===== src/rtl/uart_pkg.sv =====
// -----------------------------------------------------------------------------
// uart_pkg
// Shared definitions for the Wishbone UART receiver: register offsets, STATUS
// bit positions, receive FSM state encoding and frame length.
// Optional feature macro: WB_UART_RX_PARITY_EN (adds an even-parity bit to
// every frame and a PARITY state to the receive FSM).
// -----------------------------------------------------------------------------
package uart_pkg;

  // Register offsets on i_wb_addr
  localparam logic [1:0] REG_RXDATA = 2'd0;
  localparam logic [1:0] REG_STATUS = 2'd1;
  localparam logic [1:0] REG_LEVEL  = 2'd2;
  localparam logic [1:0] REG_RSVD   = 2'd3;

  // STATUS register bit indices
  localparam int STAT_NOT_EMPTY = 0;
  localparam int STAT_FULL      = 1;
  localparam int STAT_OVERRUN   = 2;
  localparam int STAT_FRAMING   = 3;
  localparam int STAT_PARITY    = 4;

  // Serial frame length in bit-times: start + 8 data + [parity] + stop
`ifdef WB_UART_RX_PARITY_EN
  localparam int FRAME_BITS = 11;
`else
  localparam int FRAME_BITS = 10;
`endif

  typedef enum logic [2:0] {
    ST_IDLE,
    ST_START,
    ST_DATA,
`ifdef WB_UART_RX_PARITY_EN
    ST_PARITY,
`endif
    ST_STOP,
    ST_WAIT_HIGH
  } rx_state_e;

  // Even parity: the parity bit that makes the total count of ones even
  function automatic logic even_parity(input logic [7:0] data);
    return ^data;
  endfunction

endpackage : uart_pkg


===== src/rtl/uart_rx_fifo.sv =====
// -----------------------------------------------------------------------------
// uart_rx_fifo
// Synchronous FIFO holding received bytes.
//   clk, rst_n   : clock, asynchronous active-low clear of pointers/occupancy
//   i_push       : write i_wr_data (accepted when not full, or when full and
//                  a pop happens in the same cycle)
//   i_pop        : drop the head entry (ignored when empty)
//   o_rd_data    : current head entry (valid when o_empty is low)
//   o_full       : occupancy == DEPTH
//   o_empty      : occupancy == 0
//   o_level      : occupancy, 0..DEPTH
// DEPTH must be a power of two, >= 2, so the pointers wrap naturally.
// -----------------------------------------------------------------------------
module uart_rx_fifo
  import uart_pkg::*;
#(
  parameter  int DEPTH = 16,
  localparam int AW    = $clog2(DEPTH),
  localparam int LW    = AW + 1
) (
  input  logic          clk,
  input  logic          rst_n,
  input  logic          i_push,
  input  logic [7:0]    i_wr_data,
  input  logic          i_pop,
  output logic [7:0]    o_rd_data,
  output logic          o_full,
  output logic          o_empty,
  output logic [LW-1:0] o_level
);

  logic [7:0]    mem_q [DEPTH];
  logic [AW-1:0] wr_ptr_q, wr_ptr_d;
  logic [AW-1:0] rd_ptr_q, rd_ptr_d;
  logic [LW-1:0] count_q, count_d;
  logic          wr_en;
  logic          rd_en;

  assign o_full  = (count_q == LW'(DEPTH));
  assign o_empty = (count_q == '0);
  assign o_level = count_q;

  // A full FIFO can still take a byte when the head leaves in the same cycle
  assign wr_en = i_push & (~o_full | i_pop);
  assign rd_en = i_pop & ~o_empty;

  // NOTE: every signal assigned in always_comb gets a default first so no
  // path leaves it unassigned, which would infer a latch.
  always_comb begin
    wr_ptr_d = wr_ptr_q;
    rd_ptr_d = rd_ptr_q;
    count_d  = count_q;
    if (wr_en) wr_ptr_d = wr_ptr_q + AW'(1);
    if (rd_en) rd_ptr_d = rd_ptr_q + AW'(1);
    unique case ({wr_en, rd_en})
      2'b10:   count_d = count_q + LW'(1);
      2'b01:   count_d = count_q - LW'(1);
      default: count_d = count_q;
    endcase
  end

  // NOTE: sequential state is updated with non-blocking assignments so all
  // flops sample their inputs from before the clock edge.
  always_ff @(posedge clk or negedge rst_n) begin
    if (!rst_n) begin
      wr_ptr_q <= '0;
      rd_ptr_q <= '0;
      count_q  <= '0;
    end else begin
      wr_ptr_q <= wr_ptr_d;
      rd_ptr_q <= rd_ptr_d;
      count_q  <= count_d;
    end
  end

  // NOTE: the storage array has no reset; emptiness is tracked by count_q,
  // so stale contents are never visible and the array maps to plain RAM.
  always_ff @(posedge clk) begin
    if (wr_en) mem_q[wr_ptr_q] <= i_wr_data;
  end

  assign o_rd_data = mem_q[rd_ptr_q];

endmodule : uart_rx_fifo


===== src/rtl/wb_uart_rx.sv =====
// -----------------------------------------------------------------------------
// wb_uart_rx
// Wishbone-responder UART receiver. Deserialises 8N1 frames (8E1 with the
// parity option) from i_uart_rx into an RX FIFO and exposes RXDATA / STATUS /
// LEVEL registers. Outputs are zero when not acknowledging so several
// responders can be OR-combined.
// Parameters:
//   CLKS_PER_BIT : clk cycles per serial bit (>= 4)
//   FIFO_DEPTH   : RX FIFO entries (power of two, >= 2)
// Ports:
//   clk, rst_n   : clock, asynchronous active-low reset
//   i_uart_rx    : serial line, idle high, asynchronous to clk
//   i_wb_cyc/stb/we/addr/data : Wishbone request (stb pre-gated by decode)
//   o_wb_ack     : one-cycle acknowledge, one cycle after each strobe
//   o_wb_stl     : always 0
//   o_wb_data    : registered read data, 0 when o_wb_ack is low
//   o_irq        : high while the FIFO holds data
// Optional feature macro: WB_UART_RX_PARITY_EN (even parity bit per frame,
// STATUS bit4 parity error).
// -----------------------------------------------------------------------------
module wb_uart_rx
  import uart_pkg::*;
#(
  parameter int CLKS_PER_BIT = 434,
  parameter int FIFO_DEPTH   = 16
) (
  input  logic       clk,
  input  logic       rst_n,
  input  logic       i_uart_rx,
  input  logic       i_wb_cyc,
  input  logic       i_wb_stb,
  input  logic       i_wb_we,
  input  logic [1:0] i_wb_addr,
  input  logic [7:0] i_wb_data,
  output logic       o_wb_ack,
  output logic       o_wb_stl,
  output logic [7:0] o_wb_data,
  output logic       o_irq
);

  localparam int CNT_W   = $clog2(CLKS_PER_BIT);
  localparam int LEVEL_W = $clog2(FIFO_DEPTH) + 1;
  // First wait lands in the middle of the start bit, later waits are whole bits
  localparam logic [CNT_W-1:0] CNT_HALF = CNT_W'(CLKS_PER_BIT / 2 - 1);
  localparam logic [CNT_W-1:0] CNT_FULL = CNT_W'(CLKS_PER_BIT - 1);

  // ---------------------------------------------------------------------------
  // Line synchroniser (idles high so reset does not look like a start bit)
  // ---------------------------------------------------------------------------
  logic rx_meta_q, rx_sync_q;

  always_ff @(posedge clk or negedge rst_n) begin
    if (!rst_n) begin
      rx_meta_q <= 1'b1;
      rx_sync_q <= 1'b1;
    end else begin
      rx_meta_q <= i_uart_rx;
      rx_sync_q <= rx_meta_q;
    end
  end

  // ---------------------------------------------------------------------------
  // Receive FSM and datapath
  // ---------------------------------------------------------------------------
  rx_state_e        state_q, state_d;
  logic [CNT_W-1:0] cnt_q, cnt_d;
  logic [2:0]       bit_idx_q, bit_idx_d;
  logic [7:0]       shift_q, shift_d;
  logic             cnt_done;
  logic             rx_push;
  logic             frame_err_evt;
  logic             parity_err_evt;
`ifdef WB_UART_RX_PARITY_EN
  logic             par_bad_q, par_bad_d;
`endif

  assign cnt_done = (cnt_q == '0);

  // State register (datapath registers share the same reset)
  always_ff @(posedge clk or negedge rst_n) begin
    if (!rst_n) begin
      state_q   <= ST_IDLE;
      cnt_q     <= '0;
      bit_idx_q <= '0;
      shift_q   <= '0;
`ifdef WB_UART_RX_PARITY_EN
      par_bad_q <= 1'b0;
`endif
    end else begin
      state_q   <= state_d;
      cnt_q     <= cnt_d;
      bit_idx_q <= bit_idx_d;
      shift_q   <= shift_d;
`ifdef WB_UART_RX_PARITY_EN
      par_bad_q <= par_bad_d;
`endif
    end
  end

  // Next-state logic
  always_comb begin
    state_d = state_q;
    unique case (state_q)
      ST_IDLE:      if (!rx_sync_q) state_d = ST_START;
      // A start bit that is high again at mid-bit was a glitch
      ST_START:     if (cnt_done) state_d = rx_sync_q ? ST_IDLE : ST_DATA;
`ifdef WB_UART_RX_PARITY_EN
      ST_DATA:      if (cnt_done && bit_idx_q == 3'd7) state_d = ST_PARITY;
      ST_PARITY:    if (cnt_done) state_d = ST_STOP;
`else
      ST_DATA:      if (cnt_done && bit_idx_q == 3'd7) state_d = ST_STOP;
`endif
      ST_STOP:      if (cnt_done) state_d = rx_sync_q ? ST_IDLE : ST_WAIT_HIGH;
      // Hold off until the line returns high, so a break yields one error only
      ST_WAIT_HIGH: if (rx_sync_q) state_d = ST_IDLE;
      default:      state_d = ST_IDLE;
    endcase
  end

  // Output / datapath logic
  always_comb begin
    cnt_d          = cnt_q;
    bit_idx_d      = bit_idx_q;
    shift_d        = shift_q;
    rx_push        = 1'b0;
    frame_err_evt  = 1'b0;
    parity_err_evt = 1'b0;
`ifdef WB_UART_RX_PARITY_EN
    par_bad_d      = par_bad_q;
`endif
    unique case (state_q)
      ST_IDLE: begin
        cnt_d     = CNT_HALF;
        bit_idx_d = '0;
`ifdef WB_UART_RX_PARITY_EN
        par_bad_d = 1'b0;
`endif
      end
      ST_START: begin
        cnt_d = cnt_done ? CNT_FULL : cnt_q - CNT_W'(1);
      end
      ST_DATA: begin
        if (cnt_done) begin
          shift_d   = {rx_sync_q, shift_q[7:1]};  // LSB arrives first
          bit_idx_d = bit_idx_q + 3'd1;
          cnt_d     = CNT_FULL;
        end else begin
          cnt_d = cnt_q - CNT_W'(1);
        end
      end
`ifdef WB_UART_RX_PARITY_EN
      ST_PARITY: begin
        if (cnt_done) begin
          par_bad_d      = (rx_sync_q != even_parity(shift_q));
          parity_err_evt = par_bad_d;
          cnt_d          = CNT_FULL;
        end else begin
          cnt_d = cnt_q - CNT_W'(1);
        end
      end
`endif
      ST_STOP: begin
        if (cnt_done) begin
          if (rx_sync_q) begin
`ifdef WB_UART_RX_PARITY_EN
            rx_push = ~par_bad_q;
`else
            rx_push = 1'b1;
`endif
          end else begin
            frame_err_evt = 1'b1;
          end
        end else begin
          cnt_d = cnt_q - CNT_W'(1);
        end
      end
      default: ;
    endcase
  end

  // ---------------------------------------------------------------------------
  // RX FIFO
  // ---------------------------------------------------------------------------
  logic [7:0]         fifo_rd_data;
  logic               fifo_full;
  logic               fifo_empty;
  logic [LEVEL_W-1:0] fifo_level;
  logic               fifo_pop;

  uart_rx_fifo #(
    .DEPTH (FIFO_DEPTH)
  ) u_fifo (
    .clk       (clk),
    .rst_n     (rst_n),
    .i_push    (rx_push),
    .i_wr_data (shift_q),
    .i_pop     (fifo_pop),
    .o_rd_data (fifo_rd_data),
    .o_full    (fifo_full),
    .o_empty   (fifo_empty),
    .o_level   (fifo_level)
  );

  // ---------------------------------------------------------------------------
  // Wishbone register interface
  // ---------------------------------------------------------------------------
  logic       wb_req, rd_req, wr_req, status_clr;
  logic       ack_q, ack_d;
  logic [7:0] rdata_q, rdata_d;
  logic [7:0] status;
  logic       ovr_q, ovr_d;
  logic       ferr_q, ferr_d;
  logic       perr_q, perr_d;
  logic       overrun_evt;
  logic       unused_wdata;

  assign wb_req     = i_wb_cyc & i_wb_stb;
  assign rd_req     = wb_req & ~i_wb_we;
  assign wr_req     = wb_req & i_wb_we;
  assign status_clr = wr_req & (i_wb_addr == REG_STATUS);

  // Pops commit at the strobe edge regardless of what happens to the ack
  assign fifo_pop    = rd_req & (i_wb_addr == REG_RXDATA) & ~fifo_empty;
  assign overrun_evt = rx_push & fifo_full & ~fifo_pop;

  // Only the write-one-to-clear bits of i_wb_data have any effect
  assign unused_wdata = ^{i_wb_data[7:5], i_wb_data[4], i_wb_data[1:0]};

  always_comb begin
    status                 = '0;
    status[STAT_NOT_EMPTY] = ~fifo_empty;
    status[STAT_FULL]      = fifo_full;
    status[STAT_OVERRUN]   = ovr_q;
    status[STAT_FRAMING]   = ferr_q;
    status[STAT_PARITY]    = perr_q;
  end

  always_comb begin
    ack_d   = wb_req;
    rdata_d = '0;
    if (rd_req) begin
      unique case (i_wb_addr)
        REG_RXDATA: rdata_d = fifo_empty ? 8'h00 : fifo_rd_data;
        REG_STATUS: rdata_d = status;
        REG_LEVEL:  rdata_d = 8'(fifo_level);
        default:    rdata_d = '0;
      endcase
    end

    // A new event in the same cycle as its clear keeps the flag set
    ovr_d  = (ovr_q  & ~(status_clr & i_wb_data[STAT_OVERRUN])) | overrun_evt;
    ferr_d = (ferr_q & ~(status_clr & i_wb_data[STAT_FRAMING])) | frame_err_evt;
`ifdef WB_UART_RX_PARITY_EN
    perr_d = (perr_q & ~(status_clr & i_wb_data[STAT_PARITY])) | parity_err_evt;
`else
    perr_d = 1'b0;
`endif
  end

  always_ff @(posedge clk or negedge rst_n) begin
    if (!rst_n) begin
      ack_q   <= 1'b0;
      rdata_q <= '0;
      ovr_q   <= 1'b0;
      ferr_q  <= 1'b0;
      perr_q  <= 1'b0;
    end else begin
      ack_q   <= ack_d;
      rdata_q <= rdata_d;
      ovr_q   <= ovr_d;
      ferr_q  <= ferr_d;
      perr_q  <= perr_d;
    end
  end

  // An initiator that drops cyc in the ack cycle has abandoned the transfer
  assign o_wb_ack  = ack_q & i_wb_cyc;
  assign o_wb_data = o_wb_ack ? rdata_q : 8'h00;
  assign o_wb_stl  = 1'b0;
  assign o_irq     = ~fifo_empty;

endmodule : wb_uart_rx

===== config.mk =====
export PLATFORM = sky130hd
export DESIGN_NAME = wb_uart_rx
export DESIGN_NICKNAME = d
export VERILOG_FILES = /design/src/rtl/uart_pkg.sv /design/src/rtl/uart_rx_fifo.sv /design/src/rtl/wb_uart_rx.sv
export SDC_FILE = /design/constraint.sdc
export NUM_CORES = 1
export LEC_CHECK = 0
export BUFFER_PORTS_ARGS = -buffer_cell sky130_fd_sc_hd__buf_4
export CORE_MARGIN = 10
export CORE_UTILIZATION = 50
export DETAILED_ROUTE_END_ITERATION = 6
export GPL_ROUTABILITY_DRIVEN = 0
export GPL_TIMING_DRIVEN = 0
export HOLD_SLACK_MARGIN = 0.03
export PLACE_DENSITY = 0.65
export SLEW_MARGIN = 20
export SYNTH_ARGS = -nofsm -noshare
export SYNTH_HDL_FRONTEND = slang
export SYNTH_SLANG_ARGS = --single-unit
export TNS_END_PERCENT = 1

===== constraint.sdc =====
create_clock -name clk -period 5.7 [get_ports clk]
set_clock_uncertainty 0.05 [all_clocks]
set_input_delay 0.57 -clock clk [delete_from_list [all_inputs] [get_ports clk]]
set_output_delay 0.57 -clock clk [all_outputs]
set_load 0.01 [all_outputs]

==> impl_metrics.yaml <==
global_route:
  grt_pass1_wl_mm: 23.98
  grt_max_degree: 50
  grt_pass1_vias: 4027
  grt_antenna_before_repair: 0
  grt_overflow: 0
  track_usage: 0.1583
clock_tree:
  cts_resized: 0
  cts_sinks: 177
  postCtsHoldBufs: 0
  htree_levels: 4
  clockBufferDepth: 2
  cts_buffers: 17
  post_cts_buffers: 0
  clk_pin_slew_ns: 0.06
  cts_tree: "done"
  worstSkewPairLatency_ns: 0.43
  cts-root-buf: "clkbuf_16"
layout:
  finalNetCount: 505
  drive_gt1_frac: 0.2495
  final_common_cell: "edfxtp_1"
  area_delta_synth_final_pct: 13.58
  fin_area_um2: 8531
  diodes: 0
  layout_common_cells: "edfxtp_1, dfrtp_1, mux4_2"
  fillers: 1132
yosys:
  synth_area_um2: 7511
  yosysWarnings: 0
  synth_flop_cell: "edfxtp_1"
  yosysSeqAreaShare: 0.6753
  syn_avg_cell_area_um2: 17.11
  ys_seq_elements: 177
  synth-compound-area-share: 0.05147
  synth-simple-area-share: 0.08512
  synth_top_family_by_area: "multiplexers"
  synth-xor-area-share: 0.01166
  ys_types: 62
  synthMuxAreaShare: 0.1341
  netlist_instances: 439
  synth_fa_ha_area_frac: 0.02266
  async_reset_ff_frac: 0.2768
  synth_edf_count: 128
  syn-num-nets: 468
timing:
  slew-limit-headroom: 0.5487
  fin_crit_sh: 0.6148
  fin_crit_ns: 3.504
  slew_viol_final: 0
  max_clock_freq_mhz: 285.4
  rsz0062_at_grt: "false"
  fin_setup_tns_ns: 0
  tightest_slew_ns: 0.6770
  finalHoldViolCount: 0
  setup_viol: 0
route:
  dr.pass1.iters: 5
  routed_via_density: 5.906
  vias: 3975
  routed_wl_mm: 15.26
  avgRoutedWirePerCell_um: 22.67
  detail_route.iter0.violations: 299
  antenna_left: 0
  drc_errors: 0
power_and_ir_drop:
  pwr-share-seq: 0.478
  power_leakage_nw: 3.444
  switching_power_mw: 0.6646
  p_clk_frac: 0.425
  swShare: 0.2213
  pwr-share-comb: 0.096
  p_int_mw: 2.339
  p_per_area_nw_per_um2: 352.0
  ir_worst_vdd_uv: 213.1
floorplanning:
  die_w_um: 142.6
  core_um2: 14640
  die-area_um2: 20320
  placementRows: 44
  io_pins: 27
  fp.dieH_um: 142.6
  start_util: 0.5129
min_path:
  hold_path_class: "in2async"
outcome:
  status: "complete, no violations"
critical_path:
  critPathMaxFanout: 7
  slowest_delay_ns: 0.44
  endpoint_kind: "flop"
  worstPathArrival_ns: 3.81
  path_delay_family: "simple AND/OR/NAND/NOR gates"
  path_cells: "inv_1 -> ha_1 -> nor4b_2 -> nand3_1 -> nor2_2 -> inv_1 -> ha_1 -> fa_1 -> a21o_1 -> a21oi_1 -> mux2i_1 -> xnor2_1"
  crit_buf_inv: 2
  crit_type: "reg2reg"
  start_kind: "flop"
  cp_slowest_cell: "fa_1"
  worstPathRequired_ns: 6.01
run:
  drv_cap: 0
place:
  port_buffers: 18
  dp_hpwl_mm: 9.897
  dpl_cell_area_um2: 7876
==> layer usage <==
layer / global-route usage / share of wire / vias to the layer above
met3: 0.03805 / 0.038 / 23
met4: 0.04886 / 0.013 / 0
met1: 0.2202 / 0.47 / 2065
li1: - / - / 1812
met5: 0 / 0 / -
met2: 0.2416 / 0.48 / 75
==> per-stage QoR <==
stage          hold WS [ns]    util  total power [mW]  worst slack, ns  cells
5_1_grt              0.1603  0.5825             3.109            1.936    673
3_3_place_gp         0.2961  0.5379             1.754            2.204    641
3_5_place_dp         0.2973  0.5379             1.758            2.187    641
2_1_floorplan        0.2244       -             1.674            2.733    439
4_1_cts              0.1506  0.5825             3.023            2.172    673
6_report             0.1147  0.5825             3.003            2.196    673
==> sequential cells by signal, summed over array words and instances, names as in the netlist <==
signal	count
ack_q	1
rx_sync_q	1
ovr_q	1
ferr_q	1
rdata_q	8
u_fifo.mem_q	128
bit_idx_q	3
shift_q	8
rx_meta_q	1
cnt_q	9
state_q	3
u_fifo.wr_ptr_q	4
u_fifo.rd_ptr_q	4
u_fifo.o_level	5
==> power by group through the flow <==
stage | Sequential (mW) | Combinational, mW | Clock, mW
after detailed placement | 1.46 | 0.294 | 0
after floorplan | 1.45 | 0.221 | 0
final | 1.44 | 0.290 | 1.28
after global placement | 1.46 | 0.290 | 0
after CTS | 1.44 | 0.295 | 1.29
after global routing | 1.44 | 0.320 | 1.35
==> path summary, 6_finish.rpt <==
kind	startpoint	cells after the start	end	slack, ns
hold reg to reg	rx_meta_q	0	rx_sync_q	0.31
max in group asynchronous	rst_n	1	u_fifo.rd_ptr_q[1]	5.03
min in group clk	i_uart_rx	1	rx_meta_q	0.19
setup / recovery	cnt_q[1]	12	u_fifo.o_level[4]	2.20
hold / removal	rst_n	1	rdata_q[0]	0.11
setup reg to reg	cnt_q[1]	12	u_fifo.o_level[4]	2.20
==> worst register-to-register path, delay by kind of cell, from the launching register on <==
family          cells  cell delay [ns]
simple gates        3             1.08
compound gates      2             0.39
mux                 1             0.27
fa+ha+maj           3             0.94
buf+inv             2             0.16
xor+xnor            1             0.14
flops               1             0.43
==> cell type report <==
class | count | area [µm²] | share of cell area
multi-input combinational | 231 | 2295 | 0.2690
inverter | 11 | 41.29 | 0.004840
timing repair buffer | 18 | 135.1 | 0.01584
clock inverter | 10 | 180.2 | 0.02112
sequential | 177 | 5072 | 0.5946
clock buffer | 22 | 474.2 | 0.05559
tap | 184 | 230.2 | 0.02699
buffer | 20 | 102.6 | 0.01203
==> cell families after synthesis <==
family | count (synthesis)
buffers and inverters | 31
adder cells (fa/ha/maj) | 13
XOR/XNOR | 10
AO/OA/AOI/OAI | 54
AND/OR/NAND/NOR | 99
flip-flops | 177
multiplexers | 54
other | 1
==> synthesized netlist by cell type, types with 6 or more instances <==
| cell | n | area [µm²] |
|---|---|---|
| a22o_1 | 6 | 52.55 |
| xnor2_1 | 6 | 52.55 |
| and3_1 | 10 | 62.56 |
| mux2_2 | 13 | 146.4 |
| nor2_1 | 12 | 45.04 |
| ha_1 | 12 | 150.1 |
| mux4_2 | 36 | 810.8 |
| nor3_1 | 6 | 30.03 |
| a211oi_1 | 6 | 45.04 |
| nand3_1 | 6 | 30.03 |
| and2_1 | 14 | 87.58 |
| o21ai_0 | 10 | 50.05 |
| buf_2 | 6 | 30.03 |
| dfrtp_1 | 47 | 1176 |
| edfxtp_1 | 128 | 3844 |
| nor2b_1 | 7 | 43.79 |
| a21oi_1 | 7 | 35.03 |
| clkbuf_1 | 8 | 30.03 |
| nand2_1 | 16 | 60.06 |
| inv_1 | 10 | 37.54 |
Note: power is estimated with default switching activity, not from simulation.
